==> config.mk <==
export PLATFORM = sky130hd
export DESIGN_NAME = uart_link_ctrl
export DESIGN_NICKNAME = d
export VERILOG_FILES = /design/src/rtl/uart_link_pkg.sv /design/src/rtl/uart_cmd_fifo.sv /design/src/rtl/uart_link_ctrl.sv
export SDC_FILE = /design/constraint.sdc
export NUM_CORES = 1
export LEC_CHECK = 0
export BUFFER_PORTS_ARGS = -buffer_cell sky130_fd_sc_hd__buf_4
export CAP_MARGIN = 0
export CORE_MARGIN = 2
export CORE_UTILIZATION = 40
export DETAILED_ROUTE_END_ITERATION = 7
export MAX_ROUTING_LAYER = met4
export PLACE_DENSITY = 0.72
export SKIP_CTS_REPAIR_TIMING = 1
export SYNTH_ARGS = -nofsm -noshare
export SYNTH_HDL_FRONTEND = slang
export SYNTH_SLANG_ARGS = --single-unit
==> constraint.sdc <==
create_clock -name clk -period 3.55 [get_ports clk]
set_input_delay 0.5325 -clock clk [delete_from_list [all_inputs] [get_ports clk]]
set_output_delay 0.5325 -clock clk [all_outputs]
set_load 0.01 [all_outputs]
==> src/rtl/uart_link_pkg.sv <==
// Shared types and constants for the UART command/response link controller.
package uart_link_pkg;

   localparam int unsigned CMD_DEPTH_DEF = 4;
   localparam int unsigned NUM_REQ_DEF   = 2;
   localparam int unsigned CMD_W         = 16;
   localparam int unsigned BYTE_W        = 8;

   localparam logic [BYTE_W-1:0] RESP_RST = 8'h00;

   typedef enum logic [1:0] {
      IDLE = 2'd0,
      SEND = 2'd1,
      WAIT = 2'd2
   } tx_state_t;

endpackage

==> src/rtl/uart_cmd_fifo.sv <==
// Synchronous command FIFO: push/pop, full/empty flags and head-of-queue output.
module uart_cmd_fifo
   import uart_link_pkg::*;
#(
   parameter int unsigned DEPTH = CMD_DEPTH_DEF,
   parameter int unsigned WIDTH = CMD_W
) (
   input  logic             clk,
   input  logic             rst,
   input  logic             push,
   input  logic [WIDTH-1:0] push_data,
   input  logic             pop,
   output logic             full,
   output logic             empty,
   output logic [WIDTH-1:0] head
);

   localparam int unsigned PTR_W = $clog2(DEPTH);
   localparam int unsigned CNT_W = PTR_W + 1;

   logic [WIDTH-1:0] mem_q [DEPTH];
   logic [PTR_W-1:0] wr_ptr_q, wr_ptr_d;
   logic [PTR_W-1:0] rd_ptr_q, rd_ptr_d;
   logic [CNT_W-1:0] cnt_q, cnt_d;
   logic             do_push;
   logic             do_pop;

   // Full is judged before any same-cycle pop, so a blocked push retries next cycle.
   always_comb begin
      full     = (cnt_q == CNT_W'(DEPTH));
      empty    = (cnt_q == '0);
      do_push  = push & ~full;
      do_pop   = pop & ~empty;
      wr_ptr_d = wr_ptr_q + PTR_W'(do_push);
      rd_ptr_d = rd_ptr_q + PTR_W'(do_pop);
      cnt_d    = cnt_q + CNT_W'(do_push) - CNT_W'(do_pop);
      head     = empty ? '0 : mem_q[rd_ptr_q];
   end

   always_ff @(posedge clk or posedge rst) begin
      if (rst) begin
         wr_ptr_q <= '0;
         rd_ptr_q <= '0;
         cnt_q    <= '0;
      end else begin
         wr_ptr_q <= wr_ptr_d;
         rd_ptr_q <= rd_ptr_d;
         cnt_q    <= cnt_d;
      end
   end

   always_ff @(posedge clk) begin
      if (do_push) begin
         mem_q[wr_ptr_q] <= push_data;
      end
   end

endmodule

==> src/rtl/uart_link_ctrl.sv <==
// UART link sequencer: command FIFO drain plus round-robin shared TX byte path.
// Optional TX completion timeout enabled by defining UART_TX_TIMEOUT_EN.
module uart_link_ctrl
   import uart_link_pkg::*;
#(
   parameter int unsigned CMD_DEPTH  = CMD_DEPTH_DEF,
   parameter int unsigned NUM_REQ    = NUM_REQ_DEF
`ifdef UART_TX_TIMEOUT_EN
   ,
   parameter int unsigned TX_TIMEOUT = 65535
`endif
) (
   input  logic                      clk,
   input  logic                      rst,
   input  logic                      cmd_rdy,
   input  logic [CMD_W-1:0]          cmd,
   output logic                      clr_cmd_rdy,
   output logic                      cmd_vld,
   output logic [CMD_W-1:0]          cmd_out,
   input  logic                      cmd_ack,
   input  logic [NUM_REQ-1:0]        req,
   input  logic [BYTE_W*NUM_REQ-1:0] req_byte,
   output logic [NUM_REQ-1:0]        gnt,
   output logic [BYTE_W-1:0]         resp,
   output logic                      trmt,
   input  logic                      tx_done,
   output logic                      tx_busy,
   output logic                      tx_err
);

   localparam int unsigned PTR_W = $clog2(NUM_REQ);

   logic cmd_full;
   logic cmd_empty;
   logic cmd_push;
   logic cmd_pop;

   // Wrapper command is only consumed when it lands in the FIFO, never under reset.
   always_comb begin
      cmd_push    = cmd_rdy & ~cmd_full & ~rst;
      cmd_pop     = cmd_vld & cmd_ack;
      clr_cmd_rdy = cmd_push;
      cmd_vld     = ~cmd_empty;
   end

   uart_cmd_fifo #(
      .DEPTH (CMD_DEPTH),
      .WIDTH (CMD_W)
   ) u_cmd_fifo (
      .clk       (clk),
      .rst       (rst),
      .push      (cmd_push),
      .push_data (cmd),
      .pop       (cmd_pop),
      .full      (cmd_full),
      .empty     (cmd_empty),
      .head      (cmd_out)
   );

   logic [BYTE_W-1:0] req_bytes [NUM_REQ];

   for (genvar g = 0; g < NUM_REQ; g++) begin : g_unpack
      assign req_bytes[g] = req_byte[g*BYTE_W +: BYTE_W];
   end

   tx_state_t          state_q, state_d;
   logic [PTR_W-1:0]   ptr_q, ptr_d;
   logic [BYTE_W-1:0]  resp_q, resp_d;
   logic [NUM_REQ-1:0] gnt_q, gnt_d;
   logic               trmt_q, trmt_d;
   logic               busy_q, busy_d;
   logic               tx_done_q;
   logic               done_evt;
   logic               arb_found;
   logic [PTR_W-1:0]   arb_win;
   logic [PTR_W-1:0]   arb_cand;
   logic               tmo_hit;

   // Round-robin search starting one past the last winner.
   always_comb begin
      arb_found = 1'b0;
      arb_win   = ptr_q;
      arb_cand  = ptr_q;
      for (int unsigned k = 1; k <= NUM_REQ; k++) begin
         arb_cand = PTR_W'((32'(ptr_q) + k) % NUM_REQ);
         if (!arb_found && req[arb_cand]) begin
            arb_found = 1'b1;
            arb_win   = arb_cand;
         end
      end
   end

   assign done_evt = tx_done & ~tx_done_q;

   always_comb begin
      state_d = state_q;
      ptr_d   = ptr_q;
      resp_d  = resp_q;
      gnt_d   = '0;
      trmt_d  = 1'b0;
      unique case (state_q)
         IDLE: begin
            if (arb_found) begin
               state_d        = SEND;
               ptr_d          = arb_win;
               resp_d         = req_bytes[arb_win];
               gnt_d[arb_win] = 1'b1;
               trmt_d         = 1'b1;
            end
         end
         SEND: state_d = WAIT;
         WAIT: begin
            if (done_evt || tmo_hit) begin
               state_d = IDLE;
            end
         end
         default: state_d = IDLE;
      endcase
      busy_d = (state_d != IDLE);
   end

   always_ff @(posedge clk or posedge rst) begin
      if (rst) begin
         state_q   <= IDLE;
         ptr_q     <= PTR_W'(NUM_REQ - 1);
         resp_q    <= RESP_RST;
         gnt_q     <= '0;
         trmt_q    <= 1'b0;
         busy_q    <= 1'b0;
         tx_done_q <= 1'b0;
      end else begin
         state_q   <= state_d;
         ptr_q     <= ptr_d;
         resp_q    <= resp_d;
         gnt_q     <= gnt_d;
         trmt_q    <= trmt_d;
         busy_q    <= busy_d;
         tx_done_q <= tx_done;
      end
   end

`ifdef UART_TX_TIMEOUT_EN
   localparam int unsigned TMO_W = $clog2(TX_TIMEOUT + 1);

   logic [TMO_W-1:0] tmo_cnt_q, tmo_cnt_d;
   logic             tx_err_q, tx_err_d;

   // Counter restarts on entry to WAIT; a completion in the last cycle still wins.
   always_comb begin
      tmo_cnt_d = tmo_cnt_q;
      tx_err_d  = tx_err_q;
      tmo_hit   = 1'b0;
      if (state_q == SEND) begin
         tmo_cnt_d = '0;
      end else if (state_q == WAIT && !done_evt) begin
         if (tmo_cnt_q == TMO_W'(TX_TIMEOUT - 1)) begin
            tmo_hit  = 1'b1;
            tx_err_d = 1'b1;
         end else begin
            tmo_cnt_d = tmo_cnt_q + TMO_W'(1);
         end
      end
   end

   always_ff @(posedge clk or posedge rst) begin
      if (rst) begin
         tmo_cnt_q <= '0;
         tx_err_q  <= 1'b0;
      end else begin
         tmo_cnt_q <= tmo_cnt_d;
         tx_err_q  <= tx_err_d;
      end
   end

   assign tx_err = tx_err_q;
`else
   assign tmo_hit = 1'b0;
   assign tx_err  = 1'b0;
`endif

   assign gnt     = gnt_q;
   assign resp    = resp_q;
   assign trmt    = trmt_q;
   assign tx_busy = busy_q;

endmodule

==> out/qor.csv, run 1 <==
metric;value;unit
status;finished, final reports clean;
Final WS setup;0.910;ns
Ys Warns;0;
Clock Root Buffer;clkbuf_8;
Slowest cell on crit path;mux4_1;
total grt overflow;0;
Peak VDD IR;357;uV
number of vias per cell;5.07;
CTS tree;done;
via count;1983;
Initial Utilization;40.8;%
fmax;379;MHz
period utilization;74.4;%
crit end category;output port;
Hold Path Depth;1;
IO buf count;68;
gr usage total;14.5;%
worst reg2reg path startpoint;u_cmd_fifo.cnt_q[1]$_DFF_PP0_;
Max stage delay on crit path;0.61;ns
Slew @ Worst Pin;0.865;ns
Max Cap Viol;0;
Yosys cell types;37;
main combinational cell family by area after synthesis;multiplexers;
Power Dens Cells;764;mW/mm2
Place WS;1.23;ns
Setup TNS;0;ns
Post-DRT Antenna Nets;0;
Post-route DRC;0;
DIE WIDTH;97.8;um
register area share after synthesis;71.0;%
largest net degree at the start of global routing;24;
clk_skew;0.0127;ns
endpoints failing setup;0;
fin crit period;2.64;ns
hold_ws;0.311;ns
share of cells above drive strength 1;36.4;%
cells along the critical path;buf_4 > mux4_1 > and2_1 > buf_4;
H-tree depth;3;
critical path launch point type;register;
routability congestion estimate;0.750;
Post-Synthesis Cells;206;
Core Region;0.00864;mm2
drt total wl;6.38;mm
Worst-Skew Late Latency;0.35;ns
worst r2r path cells;8;
CP max FO;13;
Mean Syn Cell Area;17.1;um2
number of diodes;0;
area grow syn2layout;22.7;%
worst path required time;3.02;ns
final core occ;50.0;%
RR Endpoint;u_cmd_fifo.cnt_q[2]$_DFF_PP0_;
Pleak;1.69;nW
FF-to-FF setup slack;1.28;ns
first-pass GRT wire length;10.4;mm
adder-cell share of the synthesized area;1.28;%
Final HPWL DP;4.44;mm
Crit path arrival time;2.11;ns
nets;320;
max-slew violations;0;
clock transition at the registers of the reported paths;0.08;ns
drt initial violations;95;
Mapped Nets;248;
Worst Hold Path EP;tx_done_q$_DFF_PP0_;
CTS Buf Count;9;
Critical Path Most Common Cell;buf_4;
RSZ-0062 raised after global routing;false;
Row Count;34;
crit path kind;reg -> out;
Post-Synth XOR/XNOR Area;1.24;%
simple-gate portion of the synthesized area;7.00;%
Die ar.;0.00957;mm2
Top Ports;70;
post-synthesis compound-gate area fraction;4.55;%
hold wc startpoint;tx_done;
Die Span Y;97.8;um
Max Root-Sink Buffers;2;
drt first pass iters;4;
Sink Count;87;
PnR Total Power;3.30;mW
Mapped Area;0.00352;mm2
initial antenna violation count;0;
#FFs+latches synth;87;
Avg WL per Cell;16.3;um
Rel. slew slack;42.3;%
vias in the first global route;2120;
Final Hold Vio Count;0;
post-synthesis mux area share;11.7;%
hold crit path type;in -> reg;
## per-layer routing
layer / GRT usage, % / part of all wire [%] / wire (um) / vias up
li1: - / - / - / 926
met1: 16.8 / 42 / 2670 / 981
met2: 24.7 / 51 / 3280 / 71
met3: 4.01 / 5.9 / 376 / 5
met4: 4.49 / 0.80 / 51 / 0
met5: - / 0 / 0 / -
## where the power goes
group	internal, mW	switching, mW
sequential	1.31	0.161
combinational	0.650	0.537
clock	0.272	0.372
total	2.23	1.07
## worst max-delay path by stage
| stage | cells past startpoint | to | startpoint | slack [ns] |
|---|---|---|---|---|
| final | 4 | cmd_out[7] | u_cmd_fifo.rd_ptr_q[0]$_DFF_PP0_ | 0.91 |
| after detailed placement | 4 | cmd_out[7] | u_cmd_fifo.rd_ptr_q[0]$_DFF_PP0_ | 1.23 |
| after global routing | 4 | cmd_out[7] | u_cmd_fifo.rd_ptr_q[0]$_DFF_PP0_ | 0.79 |
| after CTS | 4 | cmd_out[7] | u_cmd_fifo.rd_ptr_q[0]$_DFF_PP0_ | 0.86 |
| after global placement | 4 | cmd_out[2] | u_cmd_fifo.rd_ptr_q[0]$_DFF_PP0_ | 1.29 |
| after floorplan | 2 | u_cmd_fifo.mem_q[1][0]$_DFFE_PP_ | rst | 1.02 |
## area by class of cell
type | count | area (um2)
Sequential cell | 87 | 2500
Tap cell | 108 | 135
Timing Repair Buffer | 72 | 541
Fill cell | 742 | 4320
Clock buffer | 9 | 124
Inverter | 9 | 33.8
Clock inverter | 7 | 61.3
Multi-Input combinational cell | 99 | 926
## cell families after synthesis
logic type                 count (synthesis)
DFF                                       87
and+or+nand+nor                           44
AOI/OAI and AO/OA                         28
buffers and inverters                     20
muxes                                     18
xor gates and xnor gates                   5
adders and majority gates                  3
other                                      1
## placed cells by master, fill, tap and decap left out, drive strengths merged, types with 2 or more instances in the layout
| cell type | n |
|---|---|
| clkbuf | 9 |
| o21ai | 8 |
| a21oi | 9 |
| nand2 | 3 |
| nor3 | 2 |
| mux4 | 16 |
| nand3 | 9 |
| edfxtp | 64 |
| nor3b | 2 |
| xnor2 | 4 |
| buf | 72 |
| nor2 | 6 |
| a211o | 2 |
| and2 | 17 |
| or2 | 2 |
| inv | 15 |
| dfrtp | 22 |
| ha | 2 |
| a31oi | 8 |
## sequential cells by signal, summed over array words and instances, names as in the netlist, 2 cells and up
register	count
u_cmd_fifo.wr_ptr_q	2
gnt	2
u_cmd_fifo.cnt_q	3
u_cmd_fifo.rd_ptr_q	2
state_q	2
u_cmd_fifo.mem_q	64
resp	8
## worst max-delay path, delay by kind of cell (launching register included)
kind / cells / cell delay (ns)
buffers and inverters: 2 / 0.46
DFF: 1 / 0.52
muxes: 1 / 0.61
and+or+nand+nor: 1 / 0.17
## cell usage after synthesis, drive strengths merged
library cell / instances / area share [%]
mux2: 1 / 0.32
and2: 17 / 3.0
a21o: 1 / 0.21
nor3b: 2 / 0.43
fa: 1 / 0.57
nand3: 9 / 1.3
xnor2: 4 / 0.99
inv: 9 / 0.96
ha: 2 / 0.71
dfrtp: 22 / 16
nand2: 3 / 0.39
a31oi: 8 / 1.4
mux4: 16 / 11
o21ai: 8 / 1.1
a211o: 2 / 0.50
mux2i: 1 / 0.28
nor2: 6 / 0.71
clkbuf: 2 / 0.21
and3: 1 / 0.18
xor2: 1 / 0.25
a21oi: 9 / 1.3
nor3: 2 / 0.28
buf: 9 / 2.0
or3: 1 / 0.18
nor2b: 1 / 0.18
edfxtp: 64 / 55
or2: 2 / 0.36
conb: 1 / 0.11
dfstp: 1 / 0.75
## per-stage QoR
stage,cells,instance area [um2]
after CTS,391,4320
final,391,4320
after global routing,391,4320
after floorplan,206,3520
after global placement,375,4130
after detailed placement,375,4130
(Power assumes the default switching activity.)
==> inputs of run 2 (changes only) <==
--- a/config.mk
+++ b/config.mk
@@ -5,6 +5,7 @@
 export SDC_FILE = /design/constraint.sdc
 export NUM_CORES = 1
 export LEC_CHECK = 0
+export ABC_AREA = 1
 export BUFFER_PORTS_ARGS = -buffer_cell sky130_fd_sc_hd__buf_4
 export CAP_MARGIN = 0
 export CORE_MARGIN = 2
==> constraint.sdc (replaced) <==
create_clock -name clk -period 2.68 [get_ports clk]
set_input_delay 0.402 -clock clk [delete_from_list [all_inputs] [get_ports clk]]
set_output_delay 0.402 -clock clk [all_outputs]
set_load 0.01 [all_outputs]
==> run 2 against run 1 <==
Compared with the run above: total power is 39% higher; critical path depth did not move; worst hold slack got worse by 0.18 ns; largest power group unchanged; cell count is 48% higher; sequential share of layout area is 3.7 points lower; global-route usage rose by 1.0 points; setup slack worse by 0.44 ns; first-iteration DRC count grew 14%; register-to-register slack lost 0.45 ns; count of clock-buffer cells in the layout stayed put; flip-flop and latch count unchanged; synthesized cell count up 81%.
==> out/qor.csv, run 2 <==
metric;value;unit
H-tree depth;3;
area of the multi-input gates;908;um2
max-slew violations;0;
Die Span Y;102;um
Largest register FFs;64;
post-synthesis compound-gate area fraction;3.43;%
Clock Root Buffer;clkbuf_8;
Crit path buffers/inverters;2;
Clk pwr share;18.0;%
Crit path arrival time;1.81;ns
Flop pwr share;41.6;%
Top Ports;70;
FF-to-FF setup slack;0.83;ns
crit end category;output port;
number of diodes;0;
Post-Synthesis Cells;373;
via count;2623;
Biggest register;u_cmd_fifo.mem_q;
top cell type's share of synthesized area;50.2;%
CTS Buf Count;9;
Post-Synth XOR/XNOR Area;0.687;%
share of cells above drive strength 1;22.2;%
fmax;452;MHz
Final HPWL DP;4.82;mm
most frequent cells in the layout;87 x nand2_1, 80 x inv_1, 74 x buf_4;
clock transition at the registers of the reported paths;0.08;ns
number of vias per cell;4.53;
Setup TNS;0;ns
status;finished, final reports clean;
Most used DFF post-synth;edfxtp_1;
IO buf count;68;
Slew @ Worst Pin;0.621;ns
fill cell count;825;
Die ar.;0.0104;mm2
Mapped Area;0.00383;mm2
adder-cell share of the synthesized area;1.18;%
Peak VDD IR;420;uV
worst r2r path cells;9;
simple-gate portion of the synthesized area;18.3;%
endpoints failing setup;0;
sw frac;37.9;%
drt first pass iters;5;
critical path launch point type;register;
Seq. cell area;0.00250;mm2
post-synthesis mux area share;0;%
Pleak;2.18;nW
CP top delay family;flip-flops;
RSZ-0062 raised after global routing;false;
gr usage total;15.6;%
top post-synthesis cells by area;edfxtp_1 50%, dfrtp_1 14%, nand2_1 8.5%;
Final Hold Vio Count;0;
Row Count;35;
routability congestion estimate;0.769;
hold crit path type;in -> async;
Rel. slew slack;58.6;%
Core Region;0.00924;mm2
initial antenna violation count;0;
Initial Utilization;41.4;%
period utilization;82.5;%
Max stage delay on crit path;0.62;ns
total grt overflow;0;
Mean Syn Cell Area;10.3;um2
Logic pwr share;40.4;%
Mapped Nets;415;
fin crit period;2.21;ns
CP max FO;18;
Synth area leader;edfxtp_1;
Avg WL per Cell;12.4;um
most common cell in the synthesized netlist;nand2_1;
nets;487;
#FFs+latches synth;87;
Max Cap Viol;0;
drt initial violations;108;
RR Endpoint;u_cmd_fifo.cnt_q[2]$_DFF_PP0_;
register area share after synthesis;65.3;%
main combinational cell family by area after synthesis;simple AND/OR/NAND/NOR gates;
clk_skew;0.0125;ns
first-pass GRT wire length;11.8;mm
Sink Count;87;
Power Dens Cells;994;mW/mm2
cells along the critical path;inv_2 > nand3_1 > a21oi_1 > buf_4;
crit path kind;reg -> out;
vias in the first global route;2497;
Place WS;0.787;ns
Yosys cell types;24;
sw power;1.74;mW
Post-DRT Antenna Nets;0;
P_int;2.85;mW
commonest non-fill, non-tap cell in the layout;nand2_1;
CTS tree;done;
area grow syn2layout;20.7;%
worst path required time;2.28;ns
Max Root-Sink Buffers;2;
Final WS setup;0.469;ns
number of synthesized flops with an enable pin;64;
Post-route DRC;0;
drt total wl;7.20;mm
top post-synthesis cells by count;87 x nand2_1, 80 x inv_1, 64 x edfxtp_1;
Slowest cell on crit path;dfrtp_1;
asr flop ratio synth;26.4;%
Ys Warns;0;
Worst-Skew Late Latency;0.35;ns
worst reg2reg path startpoint;u_cmd_fifo.cnt_q[1]$_DFF_PP0_;
largest net degree at the start of global routing;36;
DIE WIDTH;102;um
[run 2: cell types whose count changed in the layout (fill, tap and decap cells not counted), moves of 7 or more]
cell / previous run / this run
nand2_1: 2 / 87
inv_1: 9 / 80
nand3_1: 9 / 62
a31oi_1: 8 / 0
mux4_1: 8 / 0
mux4_2: 8 / 0
and2_1: 17 / 0
a21oi_1: 9 / 16
[run 2: cell families after synthesis]
kind of cell    after synthesis
flops                        87
buf+inv                      97
simple gates                160
fa+ha+maj                     3
other cells                   1
xor+xnor                      3
compound gates               22
[run 2: layout make-up]
cell class,count,share of cell area (%)
Timing Repair Buffer,74,12.0
Tap cell,129,3.50
Multi-Input combinational cell,189,19.7
Clock inverter,7,1.17
Clock buffer,9,2.68
Inverter,84,6.83
Sequential cell,87,54.1
[run 2: worst reg2reg max path: stages (launching register included)]
cell	delay [ns]
dfrtp_1	0.44
inv_2	0.06
nand3_1	0.08
nand3_1	0.17
inv_1	0.13
ha_1	0.14
inv_1	0.05
fa_1	0.37
xnor2_1	0.18
xor2_1	0.16
[run 2: metal layers]
| metal | vias up | share of wire, % | global-route usage (%) | wire length (um) |
|---|---|---|---|---|
| met1 | 1185 | 42 | 18.7 | 3050 |
| met4 | 0 | 1.4 | 5.20 | 104 |
| met3 | 12 | 7.4 | 5.04 | 533 |
| li1 | 1331 | - | - | - |
| met2 | 95 | 49 | 24.8 | 3500 |
| met5 | - | 0 | - | 0 |
[run 2: power groups by stage]
stage / combinational (mW) / sequential, mW / clock [mW]
global route: 2.08 / 1.95 / 0.903
floorplan: 1.21 / 1.91 / 0
finish: 1.85 / 1.91 / 0.826
detailed placement: 1.88 / 1.93 / 0
CTS: 1.88 / 1.91 / 0.848
global placement: 1.82 / 1.93 / 0
[run 2: worst max-delay path by stage]
stage / start / end / slack, ns / cells after the start
after floorplan: rst / u_cmd_fifo.mem_q[0][0]$_DFFE_PP_ / 0.35 / 3
after global placement: rst / u_cmd_fifo.cnt_q[2]$_DFF_PP0_ / 0.83 / 9
after detailed placement: rst / u_cmd_fifo.cnt_q[2]$_DFF_PP0_ / 0.79 / 9
after CTS: u_cmd_fifo.rd_ptr_q[1]$_DFF_PP0_ / cmd_out[6] / 0.43 / 4
after global routing: u_cmd_fifo.rd_ptr_q[1]$_DFF_PP0_ / cmd_out[8] / 0.28 / 4
final: u_cmd_fifo.rd_ptr_q[1]$_DFF_PP0_ / cmd_out[6] / 0.47 / 4
[run 2: per-stage QoR]
stage	hold WS [ns]	total power, mW	cell area (um2)	util [%]	cells
2_1_floorplan	0.412	3.12	3830	-	373
3_3_place_gp	0.487	3.74	4440	48.0	563
3_5_place_dp	0.496	3.81	4440	48.0	563
4_1_cts	0.142	4.63	4620	50.0	579
5_1_grt	0.146	4.93	4620	50.0	579
6_report	0.132	4.59	4620	50.0	579
